===== config.mk =====
export PLATFORM = sky130hd
export DESIGN_NAME = seg7_reader
export DESIGN_NICKNAME = d
export VERILOG_FILES = /design/src/rtl/seg7_reader.sv
export SDC_FILE = /design/constraint.sdc
export NUM_CORES = 1
export LEC_CHECK = 0
export CORE_UTILIZATION = 55
export DETAILED_ROUTE_END_ITERATION = 10
export GPL_ROUTABILITY_DRIVEN = 0
export GPL_TIMING_DRIVEN = 0
export HOLD_SLACK_MARGIN = 0.03
export PLACE_DENSITY = 0.89
export SLEW_MARGIN = 20
export SYNTH_ARGS = -nofsm -noshare
export SYNTH_HDL_FRONTEND = slang
export SYNTH_SLANG_ARGS = --single-unit

===== constraint.sdc =====
create_clock -name clk -period 6.8 [get_ports clk]
set_clock_uncertainty 0.1 [all_clocks]
set_input_delay 1.36 -clock clk [delete_from_list [all_inputs] [get_ports clk]]
set_output_delay 1.36 -clock clk [all_outputs]
set_load 0.01 [all_outputs]

===== src/rtl/seg7_reader.sv =====
// 7-segment bus reader: synchronise, debounce, decode glyphs and track the "UABC-ELECTRONICA" banner.
// Define SEG7_ACTIVE_LOW_EN for a common-anode (0 = lit) segment bus.
module seg7_reader #(
   parameter int STABLE_CYCLES = 4,
   parameter int SYNC_STAGES   = 2,
   parameter int COUNT_W       = 8
) (
   input  logic               clk,
   input  logic               rst,
   input  logic [6:0]         segments,
   output logic [3:0]         char_code,
   output logic               char_valid,
   output logic               char_unknown,
   output logic [4:0]         msg_pos,
   output logic               msg_done,
   output logic [COUNT_W-1:0] msg_count
);

`ifdef SEG7_ACTIVE_LOW_EN
   localparam logic [6:0] SYNC_RST = 7'h7F;
`else
   localparam logic [6:0] SYNC_RST = 7'h00;
`endif

   localparam logic [7:0] STABLE_N = 8'(STABLE_CYCLES);

   logic [SYNC_STAGES-1:0][6:0] sync_q, sync_d;
   logic [6:0]                  sample;
   logic [6:0]                  prev_q, prev_d;
   logic [6:0]                  last_q, last_d;
   logic [7:0]                  run_q, run_d;
   logic [3:0]                  char_code_q, char_code_d;
   logic                        char_valid_q, char_valid_d;
   logic                        char_unknown_q, char_unknown_d;
   logic [4:0]                  msg_pos_q, msg_pos_d;
   logic                        msg_done_q, msg_done_d;
   logic [COUNT_W-1:0]          msg_count_q, msg_count_d;
   logic                        accept;

   function automatic logic [3:0] decode(input logic [6:0] pat);
      case (pat)
         7'h00:   decode = 4'd0;
         7'h3E:   decode = 4'd1;
         7'h77:   decode = 4'd2;
         7'h7C:   decode = 4'd3;
         7'h39:   decode = 4'd4;
         7'h40:   decode = 4'd5;
         7'h79:   decode = 4'd6;
         7'h38:   decode = 4'd7;
         7'h31:   decode = 4'd8;
         7'h50:   decode = 4'd9;
         7'h3F:   decode = 4'd10;
         7'h54:   decode = 4'd11;
         7'h30:   decode = 4'd12;
         default: decode = 4'd15;
      endcase
   endfunction

   // Expected code at each banner position: U A B C - E L E C T R O N I C A
   function automatic logic [3:0] expected(input logic [3:0] pos);
      case (pos)
         4'd0:    expected = 4'd1;
         4'd1:    expected = 4'd2;
         4'd2:    expected = 4'd3;
         4'd3:    expected = 4'd4;
         4'd4:    expected = 4'd5;
         4'd5:    expected = 4'd6;
         4'd6:    expected = 4'd7;
         4'd7:    expected = 4'd6;
         4'd8:    expected = 4'd4;
         4'd9:    expected = 4'd8;
         4'd10:   expected = 4'd9;
         4'd11:   expected = 4'd10;
         4'd12:   expected = 4'd11;
         4'd13:   expected = 4'd12;
         4'd14:   expected = 4'd4;
         default: expected = 4'd2;
      endcase
   endfunction

`ifdef SEG7_ACTIVE_LOW_EN
   assign sample = ~sync_q[SYNC_STAGES-1];
`else
   assign sample = sync_q[SYNC_STAGES-1];
`endif

   always_comb begin
      sync_d = {sync_q[SYNC_STAGES-2:0], segments};
      prev_d = sample;
      if (sample == prev_q) begin
         run_d = (run_q == 8'hFF) ? run_q : run_q + 8'd1;
      end else begin
         run_d = 8'd1;
      end
      // Acceptance is decided on the next run value so char_valid lands right after the qualifying edge
      accept         = (run_d == STABLE_N) && (sample != last_q);
      last_d         = accept ? sample : last_q;
      char_code_d    = accept ? decode(sample) : char_code_q;
      char_valid_d   = accept;
      char_unknown_d = accept && (decode(sample) == 4'd15);
   end

   always_comb begin
      msg_pos_d   = msg_pos_q;
      msg_done_d  = 1'b0;
      msg_count_d = msg_count_q;
      if (char_valid_q && (char_code_q != 4'd0)) begin
         if (char_code_q == expected(msg_pos_q[3:0])) begin
            if (msg_pos_q == 5'd15) begin
               msg_pos_d  = 5'd0;
               msg_done_d = 1'b1;
               if (msg_count_q != {COUNT_W{1'b1}}) begin
                  msg_count_d = msg_count_q + 1'b1;
               end
            end else begin
               msg_pos_d = msg_pos_q + 5'd1;
            end
         end else if (char_code_q == 4'd1) begin
            // A stray U is itself the start of a fresh banner
            msg_pos_d = 5'd1;
         end else begin
            msg_pos_d = 5'd0;
         end
      end
   end

   always_ff @(posedge clk or posedge rst) begin
      if (rst) begin
         sync_q         <= {SYNC_STAGES{SYNC_RST}};
         prev_q         <= 7'h00;
         last_q         <= 7'h00;
         run_q          <= 8'd0;
         char_code_q    <= 4'd0;
         char_valid_q   <= 1'b0;
         char_unknown_q <= 1'b0;
         msg_pos_q      <= 5'd0;
         msg_done_q     <= 1'b0;
         msg_count_q    <= '0;
      end else begin
         sync_q         <= sync_d;
         prev_q         <= prev_d;
         last_q         <= last_d;
         run_q          <= run_d;
         char_code_q    <= char_code_d;
         char_valid_q   <= char_valid_d;
         char_unknown_q <= char_unknown_d;
         msg_pos_q      <= msg_pos_d;
         msg_done_q     <= msg_done_d;
         msg_count_q    <= msg_count_d;
      end
   end

   assign char_code    = char_code_q;
   assign char_valid   = char_valid_q;
   assign char_unknown = char_unknown_q;
   assign msg_pos      = msg_pos_q;
   assign msg_done     = msg_done_q;
   assign msg_count    = msg_count_q;

endmodule


=== After elaboration in Yosys (flattened, before gate mapping) ===
Memories as Yosys holds them, arrays and structs flattened.
Cells that the tools add are included.

* Memories: 1
* Input port bits: 9
* Output and inout port bits: 20
* Memory bits (read-only): 64
* Register bits after elaboration: 56
* Logic and storage cells: 52

{| class="wikitable"
|+ Memories
! name !! depth !! width !! read ports !! clocked after memory_dff !! wr ports !! RTL line !! text
|-
| (name not given) || 16 || 4 || 1 || 0 || 0 || 61 || <nowiki>case (pos)</nowiki>
|}

* Add/subtract/negate cells: 3
* Muxes and demuxes: 10
* Reductions and logical operators: 6
* Equality and inequality tests: 21

{| class="wikitable"
|+ Operators by type and width
! kind !! number
|-
| 4-bit one-hot mux with 13 select lines || 1
|-
| 7-bit by 6-bit == test with 1-bit output, second input constant || 6
|-
| 7-bit == test, second input constant || 6
|-
| 8-bit by 1-bit adder with 8-bit output, second input constant || 2
|-
| 8-bit 2-to-1 mux || 2
|-
| 5-bit 2-to-1 mux || 2
|-
| 8-bit by 3-bit == test with 1-bit output, second input constant || 1
|-
| 8-bit == test, second input constant || 1
|-
| 8-bit inequality test, second input constant || 1
|-
| 7-bit == test || 1
|-
| 7-bit logical NOT || 1
|-
| 7-bit inequality test || 1
|-
| 5-bit by 1-bit adder with 5-bit output, second input constant || 1
|-
| 5-bit by 4-bit == test with 1-bit output, second input constant || 1
|-
| 4-bit by 1-bit == test with 1-bit output, second input constant || 1
|-
| 4-bit == test || 1
|-
| 4-bit == test, second input constant || 1
|-
| 1-bit 2-to-1 mux || 4
|-
| 4-bit 2-to-1 mux || 1
|-
| 4-bit AND reduction || 1
|-
| 4-bit nonzero test || 1
|-
| 1-bit logical AND || 3
|}

=== Depth between registers and ports, before layout ===
Gate-level depths: netlist of run 1.

* Word-level depth: 6
* Depth in mapped cells: 9
* Depth with buffers taken out: 8

=== Worst setup path after synthesis of run 1 ===
OpenSTA, ideal clock, no wires.

* Kind: register to register
* From: register msg_pos_q[0] (netlist: msg_pos[0])
* To: register msg_count_q[6] (netlist: msg_count[6])
* Path buffers: 1
* Required time: 6575 ps
* Period minus slack after synthesis: 2529 ps
* Library setup time: 125 ps
* Path slack: 4271 ps
* Cell stages (with the launch flop): 10
* Arrival time: 2304 ps
* Cell sequence: dfrtp_1 inv_1 ha_1 mux2_2 mux2i_1 xnor2_1 nand4_1 buf_2 nor3_1 mux2_2

* Cells in the longest elaborated chain, start to end: 4
* Elaborated cells on any way between the ends: 5
* Classes of those cells: 2 x eq/ne; 1 x mux; 1 x reduce/logical; 1 x memory

{| class="wikitable"
|+ Ends and longest elaborated chain
! what !! RTL line !! text
|-
| start, declared || 35 || <nowiki>logic [4:0] msg_pos_q, msg_pos_d;</nowiki>
|-
| start signal, assigned || 147 || <nowiki>msg_pos_q <= msg_pos_d;</nowiki>
|-
| memory 16 x 4 bit || - ||
|-
| 4-bit 2-to-1 mux || 107 || <nowiki>if (char_valid_q && (char_code_q != 4'd0)) begin</nowiki>
|-
| 4-bit == test || 108 || <nowiki>if (char_code_q == expected(msg_pos_q[3:0])) begin</nowiki>
|-
| 4-bit AND reduction (no source line) * || - ||
|-
| end signal, assigned || 149 || <nowiki>msg_count_q <= msg_count_d;</nowiki>
|-
| end, declared || 37 || <nowiki>logic [COUNT_W-1:0] msg_count_q, msg_count_d;</nowiki>
|}

Every way passes the cells marked *; elsewhere a longest branch is shown, timed or not. The select of a mux whose other input is x is not followed.
A chain may end at the register's enable or synchronous reset.

=== Worst setup path in the final report of run 1 ===
* From: register msg_pos_q[1] (netlist: msg_pos[1])
* To: output msg_pos[1]

{| class="wikitable"
|+ RTL lines
! what !! RTL line !! text
|-
| end, declared || 14 || <nowiki>output logic [4:0] msg_pos,</nowiki>
|}

No word-level cell between the ends.

==> results of run 1 <==
logic make-up after synthesis:
| kind of cell | count (synthesis) |
|---|---|
| XOR/XNOR | 27 |
| AO/OA/AOI/OAI | 33 |
| flip-flops | 56 |
| multiplexers | 21 |
| buffers and inverters | 25 |
| AND/OR/NAND/NOR | 93 |
| adder cells (fa/ha/maj) | 7 |
layout make-up:
class                           instances  area (µm²)
Inverter                               11        43.8
Clock inverter                          3        50.0
Buffer                                 14        71.3
Clock buffer                            5        68.8
Sequential cell                        56        1400
Fill cell                             374        1510
Timing Repair Buffer                   28         280
Tap cell                               67        83.8
Multi-Input combinational cell        181        1340
worst paths after layout:
path	slack [ps]	depth (start not counted)	end	start
worst min-delay path	260	0	prev_d[3]$_DFF_PP0_	sync_d[10]$_DFF_PP0_
worst max-delay path	3960	1	msg_pos[1]	msg_pos[1]$_DFFE_PP0P_
max in group asynchronous	4780	2	sync_d[7]$_DFF_PP0_	rst
worst min register to register	260	0	prev_d[3]$_DFF_PP0_	sync_d[10]$_DFF_PP0_
worst max register to register	3980	9	msg_count[6]$_DFFE_PP0P_	msg_pos[0]$_DFFE_PP0P_
min in group asynchronous	1380	2	char_unknown$_DFF_PP0_	rst
cells in the mapped netlist (all sizes together), types with 5 or more instances:
cell,number
mux2,14
nor2b,6
ha,7
nand3,13
nand4,5
xor2,19
nor3,11
nor2,13
inv,11
nand2,11
xnor2,8
buf,9
a21oi,5
dfrtp,56
mux2i,7
clkbuf,5
and3,7
nor4,7
metal layers:
layer  wire length, µm  global-route usage (%)  vias to the layer above
li1                  -                       -                     1007
met1              2170                    23.7                     1022
met2              2600                    38.8                       53
met3               213                    4.88                       12
met4               106                    8.12                        0
met5                 0                       0                        -
cell usage in the layout, fill, tap and decap left out, types with 4 or more instances in the layout:
| cell type | synthesis | final |
|---|---|---|
| nor2b_1 | 5 | 5 |
| nor4_1 | 6 | 6 |
| dfrtp_1 | 56 | 56 |
| a21oi_1 | 5 | 5 |
| nand4_1 | 5 | 5 |
| a31oi_1 | 4 | 4 |
| nand2b_1 | 4 | 4 |
| nand3_1 | 13 | 13 |
| clkbuf_8 | 0 | 5 |
| nand2_1 | 11 | 11 |
| or3_1 | 4 | 4 |
| nor2_1 | 13 | 13 |
| and3_1 | 7 | 7 |
| mux2_2 | 13 | 13 |
| nor3_1 | 11 | 11 |
| xnor2_1 | 7 | 7 |
| inv_1 | 11 | 10 |
| clkdlybuf4s50_1 | 0 | 28 |
| clkbuf_1 | 5 | 5 |
| buf_2 | 6 | 6 |
| mux2i_1 | 7 | 7 |
| ha_1 | 7 | 7 |
| xor2_1 | 19 | 19 |
power by group through the flow:
stage	logic [mW]	clock network, mW	registers (mW)
after floorplan	0.0225	0	0.349
after global placement	0.0314	0	0.349
after detailed placement	0.0324	0	0.349
after CTS	0.0328	0.234	0.343
after global routing	0.0370	0.244	0.344
final	0.0324	0.228	0.343
flip-flops by register name, indices dropped and copies added (netlist names):
signal and cells:
msg_count 8, prev_q 7, last_q 7, char_unknown 1, run_q 8, msg_pos 5, char_code 4, sync_d 7
msg_done 1, char_valid 1, prev_d 7
through the flow:
stage                     hold WS, ps  power (mW)  instance area, µm²  instances
after global placement            233       0.380                3220        357
after floorplan                   231       0.371                2850        262
after global routing              267       0.625                3340        365
final                             258       0.603                3340        365
after CTS                         260       0.609                3340        365
after detailed placement          235       0.382                3220        357
==> summary.md, run 1 <==
| Metric | Value |
|---|---|
| Worst-path cell chain | `clkdlybuf4s50_1` |
| Post-place setup slack | `around 4000 ps` |
| Layout cell share with drive strength beyond 1 | `12.4%` |
| Nets | `around 310` |
| Initial DRT Pass Iterations | `4` |
| Initial Util | `between 50% and 60%` |
| CP Capture Type | `output pin` |
| CTS buffer count | `5` |
| Fmax | `around 350 MHz` |
| Worst path top cell family by delay | `buffers and inverters` |
| Worst path bufs/invs | `1` |
| Ant diodes | `0` |
| Yosys warns | `0` |
| Seq cells post-synth | `56` |
| Top_reg_cell synth | `dfrtp_1` |
| GRT overflow | `0` |
| Die Y | `about 74 µm` |
| CP arrival | `roughly 1400 ps` |
| Largest net degree at the start of global routing | `57` |
| Hold WC Path Type | `reg -> reg` |
| Initial DRC Count | `53` |
| Half-perimeter wire length after placement | `3650 µm` |
| Final Core Density | `between 60% and 70%` |
| Critical path peak fanout | `7` |
| Final hold violation count | `0` |
| WL/cell | `between 10 and 15 µm` |
| MaxCap Viol Count | `0` |
| Max-slew headroom | `a little under half` |
| Compound-gate portion of the synthesized area | `8.60%` |
| Netlist cell types | `53` |
| Syn avg cell area | `approximately 11 µm²` |
| Slowest CP cell | `clkdlybuf4s50_1` |
| Synthesized Nets | `between 200 and 300` |
| Post-CTS Hold Fix Bufs | `0` |
| Kind of critical path | `reg -> out` |
| Period Utilization, post-route | `roughly two fifths` |
| Remaining DRCs | `0` |
| Die Area | `about 0.0055 mm²` |
| FFs w/ async S/R, synth | `100%` |
| DR vias | `roughly 2100` |
| Final setup fails | `0` |
| Unrepaired setup endpoints after global routing | `false` |
| Reg clk slew, reported paths | `approximately 110 ps` |
| IO buf count | `28` |
| Post-synthesis sequential area ratio | `49.1%` |
| Bufs on Longest Clock Path | `2` |
| Clk root buf | `clkbuf_8` |
| Post-CTS setup buffers | `0` |
| Critical Path Source Type | `flop` |
| Initial antenna violation count | `0` |
| Crit path setup slack, layout | `roughly 4000 ps` |
| Internal | `~470 µW` |
| Overall routing resource usage | `a little over a fifth` |
| First-pass GRT wire length | `approximately 8700 µm` |
| Die width | `about 74 µm` |
| Clk sinks | `56` |
| Clock Power Share | `roughly 38%` |
| Minimum clock period | `between 2000 and 3000 ps` |
| Vias in the first global route | `just under 2000` |
| Mapped Area | `0.00285 mm²` |
| Row count | `25` |
| Post-synth EDFFs | `0` |
| Final Max Tran Viols | `0` |
| Gate power share | `under 10%` |
| Sequential power share | `~57%` |
| Pwr Density | `between 150 and 200 mW/mm²` |
| Area share of the leading cell type in the synthesized netlist | `between 40% and 50%` |
| Gate count after technology mapping | `about 260` |
| Yosys top cell by area | `dfrtp_1` |
| Largest family of logic cells by synthesized area | `simple AND/OR/NAND/NOR gates` |
| Post-synthesis adder-cell area fraction | `under 10%` |
| Worst EP required | `between 5000 and 6000 ps` |
| Area contributors post-synth | `dfrtp_1 49%, xor2_1 5.8%, mux2_2 5.1%` |
| Total leakage power | `around 1.5 nW` |
| Synth-to-layout area growth | `17.0%` |
| Status | `finished, final reports clean` |
| Final wirelength | `5100 µm` |
| H-tree Lvls | `2` |
| Switching pwr | `138 µW` |
| Vias per cell | `between 5 and 6` |
| Clock latency on the worst-skew pair | `320 ps` |
| Fraction of the mapped netlist area in simple logic gates | `between 10% and 20%` |
| Post-route setup TNS | `0 ps` |
| I/O pin count | `29` |
| Critical Path Max Stage Delay | `roughly 580 ps` |
| Post-CTS sizing | `0` |
| Sw Share | `between 20% and 30%` |
| Mux cell area share after synthesis | `under 10%` |
| Least-Margin Pin Slew | `around 800 ps` |
| CORE AREA | `0.00485 mm²` |
| Post-synthesis xor/xnor area fraction | `under 10%` |
| VDD IR max | `0.000128 V` |
| Antenna Nets Post-Route | `0` |
| CTS tree | `yes` |
Power figures use the tool's default switching activity.
==> inputs of run 2 (changes only) <==
Settings changed: CORE_UTILIZATION 55 to 51, PLACE_DENSITY 0.89 to 0.87.
Clock period 6.8 ns to 2.5 ns, I/O delays scaled along.
==> summary.md, run 2 (same netlist as run 1, synthesis figures left out) <==
| Metric | Value |
|---|---|
| Initial DRT Pass Iterations | `4 (unchanged)` |
| Pwr Density | `427 mW/mm² (was 181 mW/mm²)` |
| H-tree Lvls | `2 (unchanged)` |
| Clk root buf | `clkbuf_8 (unchanged)` |
| Placed instance area | `0.00325 mm² (was 0.00322 mm²)` |
| WL/cell | `14.7 µm (was 14.0 µm)` |
| GRT overflow | `0 (unchanged)` |
| Unrepaired setup endpoints after global routing | `true (was false)` |
| I/O pin count | `29 (unchanged)` |
| Die width | `76.8 µm (was 74.0 µm)` |
| Most frequent cells in the layout | `54 x dfrtp_1, 28 x clkdlybuf4s50_1, 19 x xor2_1 (was 56 x dfrtp_1, 28 x clkdlybuf4s50_1, 19 x xor2_1)` |
| Initial DRC Count | `101 (was 53)` |
| Critical path peak fanout | `4 (was 7)` |
| CP arrival | `2720 ps (was 1380 ps)` |
| Synth-to-layout area growth | `26.8% (was 17.0%)` |
| Final instance area | `0.00361 mm² (was 0.00334 mm²)` |
| Clk sinks | `56 (unchanged)` |
| DR vias | `2190 (was 2094)` |
| Crit path setup slack, layout | `-101 ps (was 3960 ps)` |
| Remaining DRCs | `0 (unchanged)` |
| Worst EP required | `2620 ps (was 5340 ps)` |
| Final Max Tran Viols | `0 (unchanged)` |
| Worst Hold Slack | `257 ps (was 258 ps)` |
| Bufs on Longest Clock Path | `2 (unchanged)` |
| CTS buffer count | `5 (unchanged)` |
| Hold WC Path Type | `reg -> reg (unchanged)` |
| Initial antenna violation count | `0 (unchanged)` |
| Most common cell after layout, fill and taps aside | `dfrtp_1 (unchanged)` |
| Nets | `328 (was 313)` |
| Critical Path Source Type | `flop (unchanged)` |
| First-pass GRT wire length | `9130 µm (was 8700 µm)` |
| Final hold violation count | `0 (unchanged)` |
| Post-route setup TNS | `-152 ps (was 0 ps)` |
| Failing checks | `negative setup slack` |
| Vias in the first global route | `1989 (was 1986)` |
| Clock latency on the worst-skew pair | `320 ps (about the same)` |
| Antenna Nets Post-Route | `0 (unchanged)` |
| Row count | `26 (was 25)` |
| MaxCap Viol Count | `0 (unchanged)` |
| Die Y | `76.8 µm (was 74.0 µm)` |
| Overall routing resource usage | `19.4% (was 21.1%)` |
| IO buf count | `28 (unchanged)` |
| Final setup fails | `3 (was 0)` |
| Status | `finished with violations (was finished, final reports clean)` |
| Total leakage power | `1.64 nW (was 1.50 nW)` |
| Post-CTS Hold Fix Bufs | `0 (unchanged)` |
| Kind of critical path | `reg -> reg (was reg -> out)` |
| Reg clk slew, reported paths | `110 ps (about the same)` |
| Final wirelength | `5640 µm (was 5100 µm)` |
| Power, Total | `1.54 mW (was 603 µW)` |
| Initial Util | `54.4% (was 58.8%)` |
| Half-perimeter wire length after placement | `3610 µm (was 3650 µm)` |
| Vias per cell | `5.72 (was 5.74)` |
| CTS tree | `yes (unchanged)` |
| Least-Margin Pin Slew | `682 ps (was 812 ps)` |
| Layout cell share with drive strength beyond 1 | `23.3% (was 12.4%)` |
| VDD IR max | `0.000480 V (was 0.000128 V)` |
| CORE AREA | `0.00524 mm² (was 0.00485 mm²)` |
| Minimum clock period | `around 2600 ps` |
| Max-slew headroom | `54.5% (was 45.3%)` |
| Largest net degree at the start of global routing | `32 (was 57)` |
| Ant diodes | `0 (unchanged)` |
| Die Area | `0.00589 mm² (was 0.00548 mm²)` |
| Post-place setup slack | `-245 ps (was 4000 ps)` |
| Fmax | `384 MHz` |
| CP Capture Type | `flop (was output pin)` |
| Period Utilization, post-route | `104%` |
run 2: cell count changes in the layout (fill, tap and decap cells not counted), moves of 4 or more:
cell and change:
buf_4 +12, nor3_1 -8, nor3_4 +4, buf_6 +4, ha_1 -4, nor3_2 +4
run 2: power by group:
group          internal [mW]  switching [mW]  total [mW]
logic                 0.0402          0.0552      0.0954
registers              0.923         0.00952       0.932
clock network          0.205           0.311       0.515
total                   1.17           0.375        1.54
run 2: metal layers:
metal	routed length [µm]	share of wire (%)	track usage [%]
met2	2760	49	31.3
met4	107	1.9	6.54
met5	0	0	0
met1	2470	44	25.6
met3	300	5.3	4.40
run 2: timing repair:
action / CTS / global route
endpoints found under the setup margin: 20 / 23
pin swaps: 7 / 7
gates cloned: 0 / 1
buffers inserted: 9 / 5
resized for setup: 19 / 17
run 2: path summary, 6_finish.rpt:
path	slack [ps]	to	startpoint	depth (start not counted)
min reg2reg	260	prev_d[6]$_DFF_PP0_	sync_d[13]$_DFF_PP0_	0
max	-100	msg_count[5]$_DFFE_PP0P_	msg_pos[0]$_DFFE_PP0P_	9
max in group asynchronous	1250	prev_q[6]$_DFF_PP0_	rst	3
min in group asynchronous	490	msg_count[4]$_DFFE_PP0P_	rst	2
min	260	prev_d[6]$_DFF_PP0_	sync_d[13]$_DFF_PP0_	0
max reg2reg	-100	msg_count[5]$_DFFE_PP0P_	msg_pos[0]$_DFFE_PP0P_	9
run 2: cell type report:
class / instances / area, µm²
Tap cell: 70 / 87.6
Buffer: 13 / 80.1
Sequential cell: 56 / 1400
Clock buffer: 5 / 68.8
Clock inverter: 3 / 25.0
Timing Repair Buffer: 44 / 428
Multi-Input combinational cell: 181 / 1480
Inverter: 11 / 43.8
Fill cell: 400 / 1620
run 2: per-stage QoR:
step	utilization, %	instances
floorplan	-	262
global placement	61.5	360
detailed placement	62.0	361
CTS	66.7	378
global route	69.0	383
finish	69.0	383
run 2: critical path: stages, from the launching register on:
cell     delay (ps)
dfrtp_2         450
inv_4            90
ha_4            210
mux2_4          250
mux2i_1         180
xnor2_1         160
nand4_1         260
buf_4           230
or4_4           420
xnor2_2         140
